--- src/rtl/shift_unit_arbiter.sv ---
// Round-robin front end that shares one 16-bit barrel left shifter among NREQ
// requesters. Results go to a credit-protected FIFO, tagged with id and overflow.

module barrel_leftshifter_16bit (
  input  logic [15:0] i_data,
  input  logic [3:0]  i_amt,
  output logic [15:0] o_data
);
  logic [15:0] w_st0, w_st1, w_st2;

  assign w_st0  = i_amt[0] ? {i_data[14:0], 1'b0}  : i_data;
  assign w_st1  = i_amt[1] ? {w_st0[13:0], 2'b0}   : w_st0;
  assign w_st2  = i_amt[2] ? {w_st1[11:0], 4'b0}   : w_st1;
  assign o_data = i_amt[3] ? {w_st2[7:0],  8'b0}   : w_st2;
endmodule

module shift_unit_arbiter #(
  parameter int NREQ  = 4,
  parameter int IDW   = 2,
  parameter int DEPTH = 4
) (
  input  logic                 clk,
  input  logic                 rst_n,
  input  logic [NREQ-1:0]      req_valid,
  output logic [NREQ-1:0]      req_ready,
  input  logic [NREQ*16-1:0]   req_data,
  input  logic [NREQ*4-1:0]    req_amt,
  output logic                 rsp_valid,
  input  logic                 rsp_ready,
  output logic [15:0]          rsp_data,
  output logic [IDW-1:0]       rsp_id,
  output logic                 rsp_ovf,
  output logic                 busy
);
  localparam int CW = $clog2(DEPTH);

  typedef struct packed {
    logic [15:0]    data;
    logic [IDW-1:0] id;
    logic           ovf;
  } entry_t;

  logic [IDW-1:0] r_ptr;
  logic           r_s1_valid;
  logic [15:0]    r_s1_data;
  logic [3:0]     r_s1_amt;
  logic [IDW-1:0] r_s1_id;

  entry_t         r_mem [DEPTH];
  logic [CW-1:0]  r_wr, r_rd;
  logic [CW:0]    r_count;

  logic           w_pop, w_accept_ok, w_found, w_accept;
  logic [IDW-1:0] w_winner;
  logic [CW+1:0]  w_occ;
  logic [15:0]    w_shifted, w_ovf_mask;
  logic           w_ovf;
  entry_t         w_head;

  assign rsp_valid = (r_count != '0);
  assign w_pop     = rsp_valid & rsp_ready;

  // Entries owed a FIFO slot: queued results plus the one in the operand stage.
  assign w_occ       = {1'b0, r_count} + {{(CW+1){1'b0}}, r_s1_valid};
  assign w_accept_ok = rst_n & ((w_occ < (CW+2)'(DEPTH)) | w_pop);

  always_comb begin
    logic [IDW-1:0] v_idx;
    // NOTE: every variable gets a default before the loop so no latch is inferred.
    w_found  = 1'b0;
    w_winner = '0;
    v_idx    = '0;
    for (int i = 0; i < NREQ; i++) begin
      v_idx = r_ptr + IDW'(i);
      if (!w_found && req_valid[v_idx]) begin
        w_found  = 1'b1;
        w_winner = v_idx;
      end
    end
  end

  assign w_accept  = w_found & w_accept_ok;
  assign req_ready = w_accept ? (NREQ'(1) << w_winner) : '0;

  always_ff @(posedge clk or negedge rst_n) begin
    if (!rst_n) begin
      r_ptr      <= '0;
      r_s1_valid <= 1'b0;
      r_s1_data  <= '0;
      r_s1_amt   <= '0;
      r_s1_id    <= '0;
    end else begin
      r_s1_valid <= w_accept;
      if (w_accept) begin
        r_ptr     <= w_winner + IDW'(1);
        r_s1_data <= req_data[{w_winner, 4'b0} +: 16];
        r_s1_amt  <= req_amt[{w_winner, 2'b0} +: 4];
        r_s1_id   <= w_winner;
      end
    end
  end

  barrel_leftshifter_16bit u_shifter (
    .i_data (r_s1_data),
    .i_amt  (r_s1_amt),
    .o_data (w_shifted)
  );

  // Bits that fall off the top are exactly the top amt bits of the operand.
  assign w_ovf_mask = ~(16'hFFFF >> r_s1_amt);
  assign w_ovf      = |(r_s1_data & w_ovf_mask);

  // NOTE: storage is not reset; only pointers and count define what is valid.
  always_ff @(posedge clk) begin
    if (r_s1_valid) r_mem[r_wr] <= '{data: w_shifted, id: r_s1_id, ovf: w_ovf};
  end

  always_ff @(posedge clk or negedge rst_n) begin
    if (!rst_n) begin
      r_wr    <= '0;
      r_rd    <= '0;
      r_count <= '0;
    end else begin
      if (r_s1_valid) r_wr <= r_wr + CW'(1);
      if (w_pop)      r_rd <= r_rd + CW'(1);
      case ({r_s1_valid, w_pop})
        2'b10:   r_count <= r_count + (CW+1)'(1);
        2'b01:   r_count <= r_count - (CW+1)'(1);
        default: r_count <= r_count;
      endcase
    end
  end

  assign w_head   = r_mem[r_rd];
  assign rsp_data = rsp_valid ? w_head.data : '0;
  assign rsp_id   = rsp_valid ? w_head.id   : '0;
  assign rsp_ovf  = rsp_valid & w_head.ovf;
  assign busy     = r_s1_valid | rsp_valid;
endmodule

--- config.mk ---
export PLATFORM = sky130hd
export DESIGN_NAME = shift_unit_arbiter
export DESIGN_NICKNAME = d
export VERILOG_FILES = /design/src/rtl/shift_unit_arbiter.sv
export SDC_FILE = /design/constraint.sdc
export NUM_CORES = 1
export LEC_CHECK = 0
export BUFFER_PORTS_ARGS = -buffer_cell sky130_fd_sc_hd__buf_2
export CORE_MARGIN = 10
export CORE_UTILIZATION = 48
export CTS_CLUSTER_DIAMETER = 50
export DETAILED_ROUTE_END_ITERATION = 8
export HOLD_SLACK_MARGIN = 0.05
export MAX_ROUTING_LAYER = met4
export PLACE_DENSITY = 0.71
export SETUP_SLACK_MARGIN = 0.15
export SLEW_MARGIN = 20
export SYNTH_ARGS = -nofsm -noshare
export SYNTH_HDL_FRONTEND = slang
export SYNTH_HIERARCHICAL = 1
export SYNTH_SLANG_ARGS = --single-unit
--- constraint.sdc ---
create_clock -name clk -period 3.3 [get_ports clk]
set_input_delay 0.495 -clock clk [delete_from_list [all_inputs] [get_ports clk]]
set_output_delay 0.495 -clock clk [all_outputs]
set_load 0.005 [all_outputs]
Yosys cells after proc, flatten, opt, wreduce, memory -nomap -nowiden. Memories as Yosys holds them, arrays and structs flattened. Index checks and enable logic that the tools add are counted.

Reductions and logical operators: 9. Mux-type cells: 26. Add/sub/neg operators: 9. Equal/unequal tests: 2. Shift operators: 4. Magnitude comparators: 5. Bitwise gates (word level): 8.

Operators with widths (number): $mux W16 (5); $shiftx A64 B7 Y16 (1); $and A16 B16 Y16 (1); $not A16 Y16 (1); $reduce_or A16 Y1 (1); $shiftx A16 B5 Y4 (1); $shr A16 B4 Y16 const A (1); $lt A2 B3 Y1 const B (4); $mux W1 (10); $mux W2 (5); $add A2 B1 Y2 const B (4); $bmux W1 S2 (4); $pmux W3 S2 (1); $add A2 B2 Y2 const B (2); $add A3 B1 Y4 (1); $and A1 B1 Y1 (4); $lt A4 B3 Y1 const B (1); $mux W4 (1); $shl A1 B2 Y4 const A (1); $add A3 B1 Y3 const B (1); $logic_and A1 B1 Y1 (3); $logic_not A1 Y1 (3); $reduce_bool A3 Y1 (1); $sub A3 B1 Y3 const B (1); other kinds (4) (5).

Memories: 1. Word-level logic and storage cells: 72. Input bits: 87. RAM bits: 76. Output and inout port bits: 25. Flip-flop bits (word level): 32.

Memories: r_mem (words 4, bits a word 19, rd ports 1, clocked after Yosys merged registers in 0, write ports 1, RTL line 49) `entry_t r_mem [DEPTH];`.

Logic depth before layout (Yosys ltp). Gate-level depths: netlist (run 1).

Depth in word-level cells: 14. Depth in mapped cells: 8.

By module. Netlist (run 1), hierarchy kept.

Modules (own cells, without submodules): shift_unit_arbiter (area each 5197.5 µm², times used 1, cells an instance 378); barrel_leftshifter_16bit (area each 721.9 µm², times used 1, cells an instance 99).

Least setup slack after synthesis (run 1). OpenSTA, ideal clock, no wires.

Path type: input to output. Start point: input port req_valid[2]. End point: output port req_ready[2]. Arrival: 1.597 ns. Setup slack: 1.208 ns. Required time: 2.805 ns. Stages: 5. Cells stage by stage: or4_1 -> o211a_1 -> buf_6 -> clkbuf_1 -> and3_1.

Cells in the longest elaborated chain, start to end: 14. Elaborated cells between the ends (all ways): 25. Classes of those cells: 1 x shift; 17 x mux; 1 x bitwise; 6 x reduce/logical.

Ends and longest elaborated chain: start, declared (RTL line 24) `input logic [NREQ-1:0] req_valid,`; $bmux W1 S2 (RTL line 75) `if (!w_found && req_valid[v_idx]) begin`; $mux W1 (not written as such) (RTL line 75); $mux W1 (RTL line 75); $logic_not A1 Y1 (RTL line 75); $logic_and A1 B1 Y1 (RTL line 75); $mux W1 (RTL line 75); $logic_not A1 Y1 (RTL line 75); $logic_and A1 B1 Y1 (RTL line 75); $mux W1 (RTL line 75); $logic_not A1 Y1 (RTL line 75); $logic_and A1 B1 Y1 (RTL line 75); $mux W1 * (RTL line 75); $and A1 B1 Y1 * (RTL line 82) `assign w_accept = w_found & w_accept_ok;`; via w_accept (RTL line 53) `logic w_pop, w_accept_ok, w_found, w_accept;`; $mux W4 * (RTL line 83) `assign req_ready = w_accept ? (NREQ'(1) << w_winner) : '0;`; end, declared (RTL line 25) `output logic [NREQ-1:0] req_ready,`.

The timed path passes the listed nets; every way through them passes the cells marked *. The select of a mux whose other input is x is not followed.

Final worst setup path (run 1).
Start point: register r_ptr[1]. End point: output port req_ready[1].

Cells in the longest elaborated chain, start to end: 14. Elaborated cells between the ends (all ways): 28. Classes of those cells: 3 x add/sub; 1 x shift; 17 x mux; 1 x bitwise; 6 x reduce/logical.

Ends and longest elaborated chain: start, declared (RTL line 43) `logic [IDW-1:0] r_ptr;`; start signal, assigned (RTL line 95) `r_ptr <= w_winner + IDW'(1);`; parallel branches: the longest is 13 deep, another holds $add A2 B1 Y2; $mux W4 * (RTL line 83).

Mark *: on every way between the ends. The select of a mux whose other input is x is not followed.

==> flow_metrics.tcl, run 1 <==
set metrics [dict create \
    drc_errors 0 \
    worst_setup_path_start_kind "flop" \
    io_buffers 111 \
    pin_count 112 \
    placed_area_um2 6563 \
    crit_slowest_cell "dfrtp_1" \
    std_cell_rows 40 \
    ys_ff_latch 108 \
    ir_drop_mv 0.4163 \
    syn-num-nets 570 \
    grt_pass1_wl_mm 23.30 \
    clock_path_buffers 2 \
    power_density_nw_per_um2 960.3 \
    crit_cells 7 \
    syn_inst 477 \
    grt_max_degree 47 \
    netlist_area_um2 5919 \
    grt_remaining_overflow 0 \
    required_ns 2.80 \
    nNetsFinal 664 \
    die_area_um2 17170 \
    critical_path.max_stage_delay_ns 0.51 \
    rsz0062_at_grt "false" \
    hp-class "in -> async" \
    synth.area.top_cells "edfxtp_1, dfrtp_1, mux4_2" \
    crit_chain "inv_1 -> nand3_1 -> buf_4 -> and2_1 -> nand2_1 -> nor2_1 -> buf_2" \
    worst_slew_pin_slew_ns 1.038 \
    cts_tree "built" \
    timing.critical_path.arrival_ns 2.18 \
    syn_area_per_cell_um2 12.41 \
    nFillCells 1005 \
    finClkSkew_ns 0.009305 \
    viasPerCell 5.779 \
    gp_congestion 0.8745 \
    yosysTopAreaCell "edfxtp_1" \
    final_cell_area_um2 6869 \
    tns_ns 0 \
    synth_edf_count 76 \
    mostFrequentLayoutCell "buf_2" \
    ant_nets 0 \
    dp_hpwl_mm 10.40 \
    crit_type "reg -> out" \
    syn2layout_area_growth_pct 16.04 \
    setup_viol 0 \
    antenna_cells 0 \
    crit_fanout 22 \
    clk_pin_slew_ns 0.07 \
    cts.sinks 108 \
    drt_pre_antenna_iters 5 \
    clkLatencyLatePin_ns 0.35 \
    wl_mm 14.59 \
    status "finished, final reports clean" \
    cts_made_buffers 9 \
    path_buf_inv 3 \
    final_cell_mix "buf_2, edfxtp_1, nand2_1, nor2_1, dfrtp_1" \
    root_buffer "clkbuf_16" \
    leakage_nw 2.686 \
    drive_gt1_frac 0.3287 \
    r2r_cells 8 \
    antenna_found_initial 0 \
    post_cts.repair.setup_buffers 0 \
    drt_iter0_drc 274 \
    postCtsHoldBufs 0 \
    yosys_warnings 6 \
    htree_levels 3 \
    drv_cap 0 \
    die_height_um 131.1 \
    post_synth_num_cell_types 56 \
    placeableCoreArea_um2 12060 \
    grt_pass1_vias 4579 \
    total_power_mw 6.597 \
    ys.flop_type "edfxtp_1" \
    cts_resized 0 \
    slew_violations 0 \
    initial_core_util 0.4908 \
    grt.total_usage 0.1790 \
    min_period_ns 2.678 \
    crit_family "simple AND/OR/NAND/NOR gates" \
    end_kind "output pin" \
    async_flop_share 0.2963 \
    netlist.area_leader.share 0.3855 \
    wire_per_inst_um 19.64 \
    ys_seq_area_frac 0.5208 \
    final-hold-violation-count 0 \
    max_freq_mhz 373.4 \
    via_count 4294 \
    die_x_um 131.1 \
    min_period_over_period 0.8115 \
    slew_headroom 0.3082 \
]
metal layers:
layer	wire [um]	GRT usage	up-vias
met3	806	0.02776	16
li1	-	-	2007
met5	0	-	-
met1	6985	0.2406	2109
met2	6583	0.2720	162
met4	216	0.06213	0
where the power goes:
group          switching [mW]  internal [mW]  total [mW]
Sequential              0.441           2.06        2.50
Combinational            1.62           1.36        2.97
Clock                   0.457          0.663        1.12
Total                    2.51           4.08        6.60
flip-flops by register name, summed over array words and instances, names as in the netlist:
register	cells
r_s1_data	16
r_ptr	2
r_mem	76
r_s1_amt	4
r_rd	2
r_s1_valid	1
r_s1_id	2
r_count	3
r_wr	2
cell families (layout without fill, tap and decap cells):
logic type	count (synthesis)	count (layout)	share of synthesized area
AO/OA/AOI/OAI	135	135	0.1845
AND/OR/NAND/NOR	117	117	0.09533
multiplexers	47	47	0.1262
buffers and inverters	55	153	0.04544
flip-flops	108	108	0.5208
adder cells (fa/ha/maj)	8	8	0.01733
XOR/XNOR	7	7	0.01036
path summary, 6_finish.rpt:
path | startpoint | endpoint | slack, ns
min in group clk | req_amt[10] | r_s1_amt[2] | 0.40
setup reg to reg | r_count[0] | r_count[2] | 0.85
max in group asynchronous | rst_n | r_s1_amt[1] | 2.81
hold / removal | rst_n | r_ptr[0] | 0.17
setup / recovery | r_ptr[1] | req_ready[1] | 0.62
hold reg to reg | r_s1_id[1] | r_mem[0][2] | 0.52
synthesized netlist by cell type, drive strengths merged (2+ instances only):
cell and instances:
o21a 3, clkbuf 19, inv 14, a22oi 2, maj3 2, dfrtp 32
nand3 3, nor2 32, a32oi 2, mux4 21, nand2b 5, edfxtp 76
o22ai 5, a221oi 21, nor2b 4, xor2 4, o21ai 10, o211a 2
and2 25, nand2 34, a21boi 22, buf 21, ha 5, o211ai 3
mux2 8, o22a 2, a21oi 31, and3 4, o221ai 2, xnor2 3
mux2i 18, nand4 2, a211oi 23, nor3 2, or3 2
through the flow:
step	hold WS [ns]	setup WS (ns)	cells	util
floorplan	0.1994	1.208	477	-
global placement	0.4786	0.9845	728	0.5441
detailed placement	0.5051	0.8444	728	0.5441
CTS	0.1876	0.6029	743	0.5695
global route	0.2101	0.4226	743	0.5695
finish	0.1746	0.6220	743	0.5695
layout make-up:
type                            count  area [um2]  area share
Inverter                           15       56.30    0.008197
Multi-Input combinational cell    314        2567      0.3738
Timing Repair Buffer              123       645.6     0.09399
Clock buffer                       11       232.7     0.03388
Sequential cell                   108        3083      0.4488
Tap cell                          168       210.2     0.03060
Clock inverter                      4       73.82     0.01075
(Power assumes the default switching activity.)
==> inputs of run 2 (changes only) <==
--- a/config.mk
+++ b/config.mk
@@ -5,6 +5,7 @@
 export SDC_FILE = /design/constraint.sdc
 export NUM_CORES = 1
 export LEC_CHECK = 0
+export ABC_AREA = 1
 export BUFFER_PORTS_ARGS = -buffer_cell sky130_fd_sc_hd__buf_2
 export CORE_MARGIN = 10
 export CORE_UTILIZATION = 48
@@ -12,7 +13,7 @@
 export DETAILED_ROUTE_END_ITERATION = 8
 export HOLD_SLACK_MARGIN = 0.05
 export MAX_ROUTING_LAYER = met4
-export PLACE_DENSITY = 0.71
+export PLACE_DENSITY = 0.7
 export SETUP_SLACK_MARGIN = 0.15
 export SLEW_MARGIN = 20
 export SYNTH_ARGS = -nofsm -noshare
==> constraint.sdc (replaced) <==
create_clock -name clk -period 2.6 [get_ports clk]
set_input_delay 0.39 -clock clk [delete_from_list [all_inputs] [get_ports clk]]
set_output_delay 0.39 -clock clk [all_outputs]
set_load 0.005 [all_outputs]
==> run 2 against run 1 <==
  * Count of clock-buffer cells in the layout down 1
  * Area after synthesis up 4.0%
  * Flip-flop and latch count unchanged
  * First-iteration DRC count up 78%
==> flow_metrics.tcl, run 2 <==
set metrics [dict create \
    syn_inst 760 \
    critical_path.max_stage_delay_ns 0.48 \
    htree_levels 3 \
    whs_ns 0.07831 \
    drv_cap 0 \
    netlist_area_um2 6157 \
    worst_slew_pin_slew_ns 0.7598 \
    synth_commonest_cells "nand2_1, nand3_1, nor2_1" \
    ys_seq_area_frac 0.5007 \
    share_comb_of_total_power 0.589 \
    placeableCoreArea_um2 12570 \
    clkLatencyLatePin_ns 0.35 \
    final_cell_mix "nand2_1, nand3_1, buf_2, nor2_1, edfxtp_1" \
    required_ns 2.21 \
    drt_iter0_drc 489 \
    clock_path_buffers 2 \
    dp_slack_ns 0.1232 \
    crit_cells 12 \
    p_int_mw 5.805 \
    placed_area_um2 6795 \
    max_flop_register "r_mem" \
    multi_input_area_um2 2703 \
    cts_tree "built" \
    crit_fanout 7 \
    swShare 0.4757 \
    die_area_um2 17760 \
    pwr-share-seq 0.290 \
    final_cell_area_um2 7301 \
    path_buf_inv 4 \
    ys.flop_type "edfxtp_1" \
    regArea_um2 3085 \
    hp-class "in -> async" \
    cts.sinks 108 \
    cts_made_buffers 9 \
    grt_remaining_overflow 0 \
    largest_reg_flops 76 \
    finClkSkew_ns 0.004412 \
    grt_pass1_vias 5640 \
    leakage_nw 3.307 \
    final-hold-violation-count 0 \
    antenna_cells 0 \
    nFillCells 1093 \
    drt_pre_antenna_iters 7 \
    ys_ff_latch 108 \
    die_x_um 133.3 \
    rsz0062_at_grt "true" \
    wire_per_inst_um 16.05 \
    std_cell_rows 41 \
    nNetsFinal 957 \
    async_flop_share 0.2963 \
    setup_slack_ns 0.1181 \
    pwr-share-clk 0.122 \
    max_freq_mhz 402.9 \
    yosysTopAreaCell "edfxtp_1" \
    slew_violations 0 \
    status "finished, final reports clean" \
    tns_ns 0 \
    crit_type "reg -> out" \
    worst_setup_path_start_kind "flop" \
    viasPerCell 5.502 \
    antenna_found_initial 0 \
    timing.critical_path.arrival_ns 2.09 \
    p_switching_mw 5.266 \
    root_buffer "clkbuf_16" \
    yosys_warnings 6 \
    die_height_um 133.3 \
    syn_area_per_cell_um2 8.102 \
    mostFrequentLayoutCell "nand2_1" \
    clk_pin_slew_ns 0.07 \
    via_count 5728 \
    slew_headroom 0.4935 \
    syn-num-nets 853 \
    reg_top3 "r_mem (76), r_s1_data (16), r_s1_amt (4)" \
    end_kind "output pin" \
    post_synth_num_cell_types 33 \
    synth.area.top_cells "edfxtp_1, dfrtp_1, nand2_1" \
    gp_congestion 0.8964 \
    power_density_nw_per_um2 1516 \
    final_core_util 0.5809 \
    io_buffers 111 \
    min_period_over_period 0.9546 \
    drive_gt1_frac 0.2209 \
    wl_mm 16.71 \
    setup_viol 0 \
    synth_edf_count 76 \
    ant_nets 0 \
    r2r_cells 15 \
    crit_chain "inv_4 -> nand2_1 -> nand2_2 -> nand2_1 -> nand2_2 -> nor2_4 -> nand3_4 -> buf_12 -> nand3_4 -> nand3_1 -> inv_1 -> buf_2" \
    drc_errors 0 \
    synth.most_common_cell "nand2_1" \
    min_period_ns 2.482 \
    dp_hpwl_mm 11.49 \
    ir_drop_mv 1.618 \
    postCtsHoldBufs 0 \
    crit_family "simple AND/OR/NAND/NOR gates" \
    pin_count 112 \
    grt.total_usage 0.1858 \
    crit_slowest_cell "dfrtp_2" \
    grt_max_degree 41 \
    initial_core_util 0.4899 \
    grt_pass1_wl_mm 26.95 \
    syn2layout_area_growth_pct 18.57 \
    netlist.area_leader.share 0.3707 \
]
## run 2: cell types whose count changed after synthesis, sizes merged, moves of 14 or more
cell    before  now
nand2       34  217
nand3        3  118
nor2        32   91
o21ai       10   51
nand4        2   42
and2        25    0
a211oi      23    0
a21boi      22    0
mux4        21    0
a221oi      21    1
inv         14   34
mux2i       18    0
buf         21   35
## run 2: power by group through the flow
stage	Sequential, mW	Clock [mW]	Combinational [mW]
2_1_floorplan	3.04	0	4.73
3_3_place_gp	3.19	0	5.94
3_5_place_dp	3.22	0	6.07
4_1_cts	3.19	1.37	6.25
5_1_grt	3.27	1.43	7.32
6_report	3.21	1.35	6.52
## run 2: metrics by stage
stage	power, mW	std cells
floorplan	7.773	760
global placement	9.133	1013
finish	11.07	1041
global route	12.02	1041
CTS	10.81	1033
detailed placement	9.293	1013
## run 2: worst register-to-register path: stages, from the launching register on
cell,delay (ns)
dfrtp_2,0.48
inv_4,0.07
nand2_1,0.11
nand2_2,0.09
nand2_1,0.08
nand2_2,0.08
nor2_4,0.16
nand3_4,0.13
buf_12,0.16
nand3_4,0.10
buf_4,0.13
buf_4,0.32
nand2_1,0.12
nand3_1,0.09
nand3_1,0.10
nand2_1,0.07
## run 2: cell type report
| cell class | count | area share |
|---|---|---|
| Tap cell | 172 | 0.02948 |
| Timing Repair inverter | 1 | 0.001028 |
| Inverter | 36 | 0.02125 |
| Clock inverter | 6 | 0.008740 |
| Multi-Input combinational cell | 565 | 0.3702 |
| Timing Repair Buffer | 143 | 0.1153 |
| Clock buffer | 10 | 0.03136 |
| Sequential cell | 108 | 0.4226 |
## run 2: final timing paths
kind	start	to	slack [ns]
hold reg to reg	r_wr[0]	r_wr[0]	0.53
setup reg to reg	r_ptr[0]	r_s1_data[15]	0.25
hold / removal	rst_n	r_ptr[0]	0.08
min in group clk	req_data[11]	r_s1_data[11]	0.37
max in group asynchronous	rst_n	r_ptr[1]	2.21
setup / recovery	r_ptr[0]	req_ready[2]	0.12
## run 2: cells by family after synthesis
logic type	share of synthesized area
simple gates	0.3381
flops	0.5007
buf+inv	0.07113
compound gates	0.06950
fa+ha+maj	0.01341
xor+xnor	0.007114
## run 2: timing repair
action / CTS / global route
endpoints found under the hold margin: 0 / 0
gates cloned: 0 / 2
buffers inserted: 4 / 6
pin swaps: 1 / 4
endpoints found under the setup margin: 4 / 4
gates resized for setup: 13 / 15
## run 2: metal layers
| metal | share of wire | track usage | up-vias |
|---|---|---|---|
| met5 | 0 | - | - |
| met4 | 0.017 | 0.05804 | 0 |
| met3 | 0.053 | 0.03083 | 23 |
| met2 | 0.46 | 0.2996 | 242 |
| met1 | 0.47 | 0.2346 | 2664 |
| li1 | - | - | 2799 |
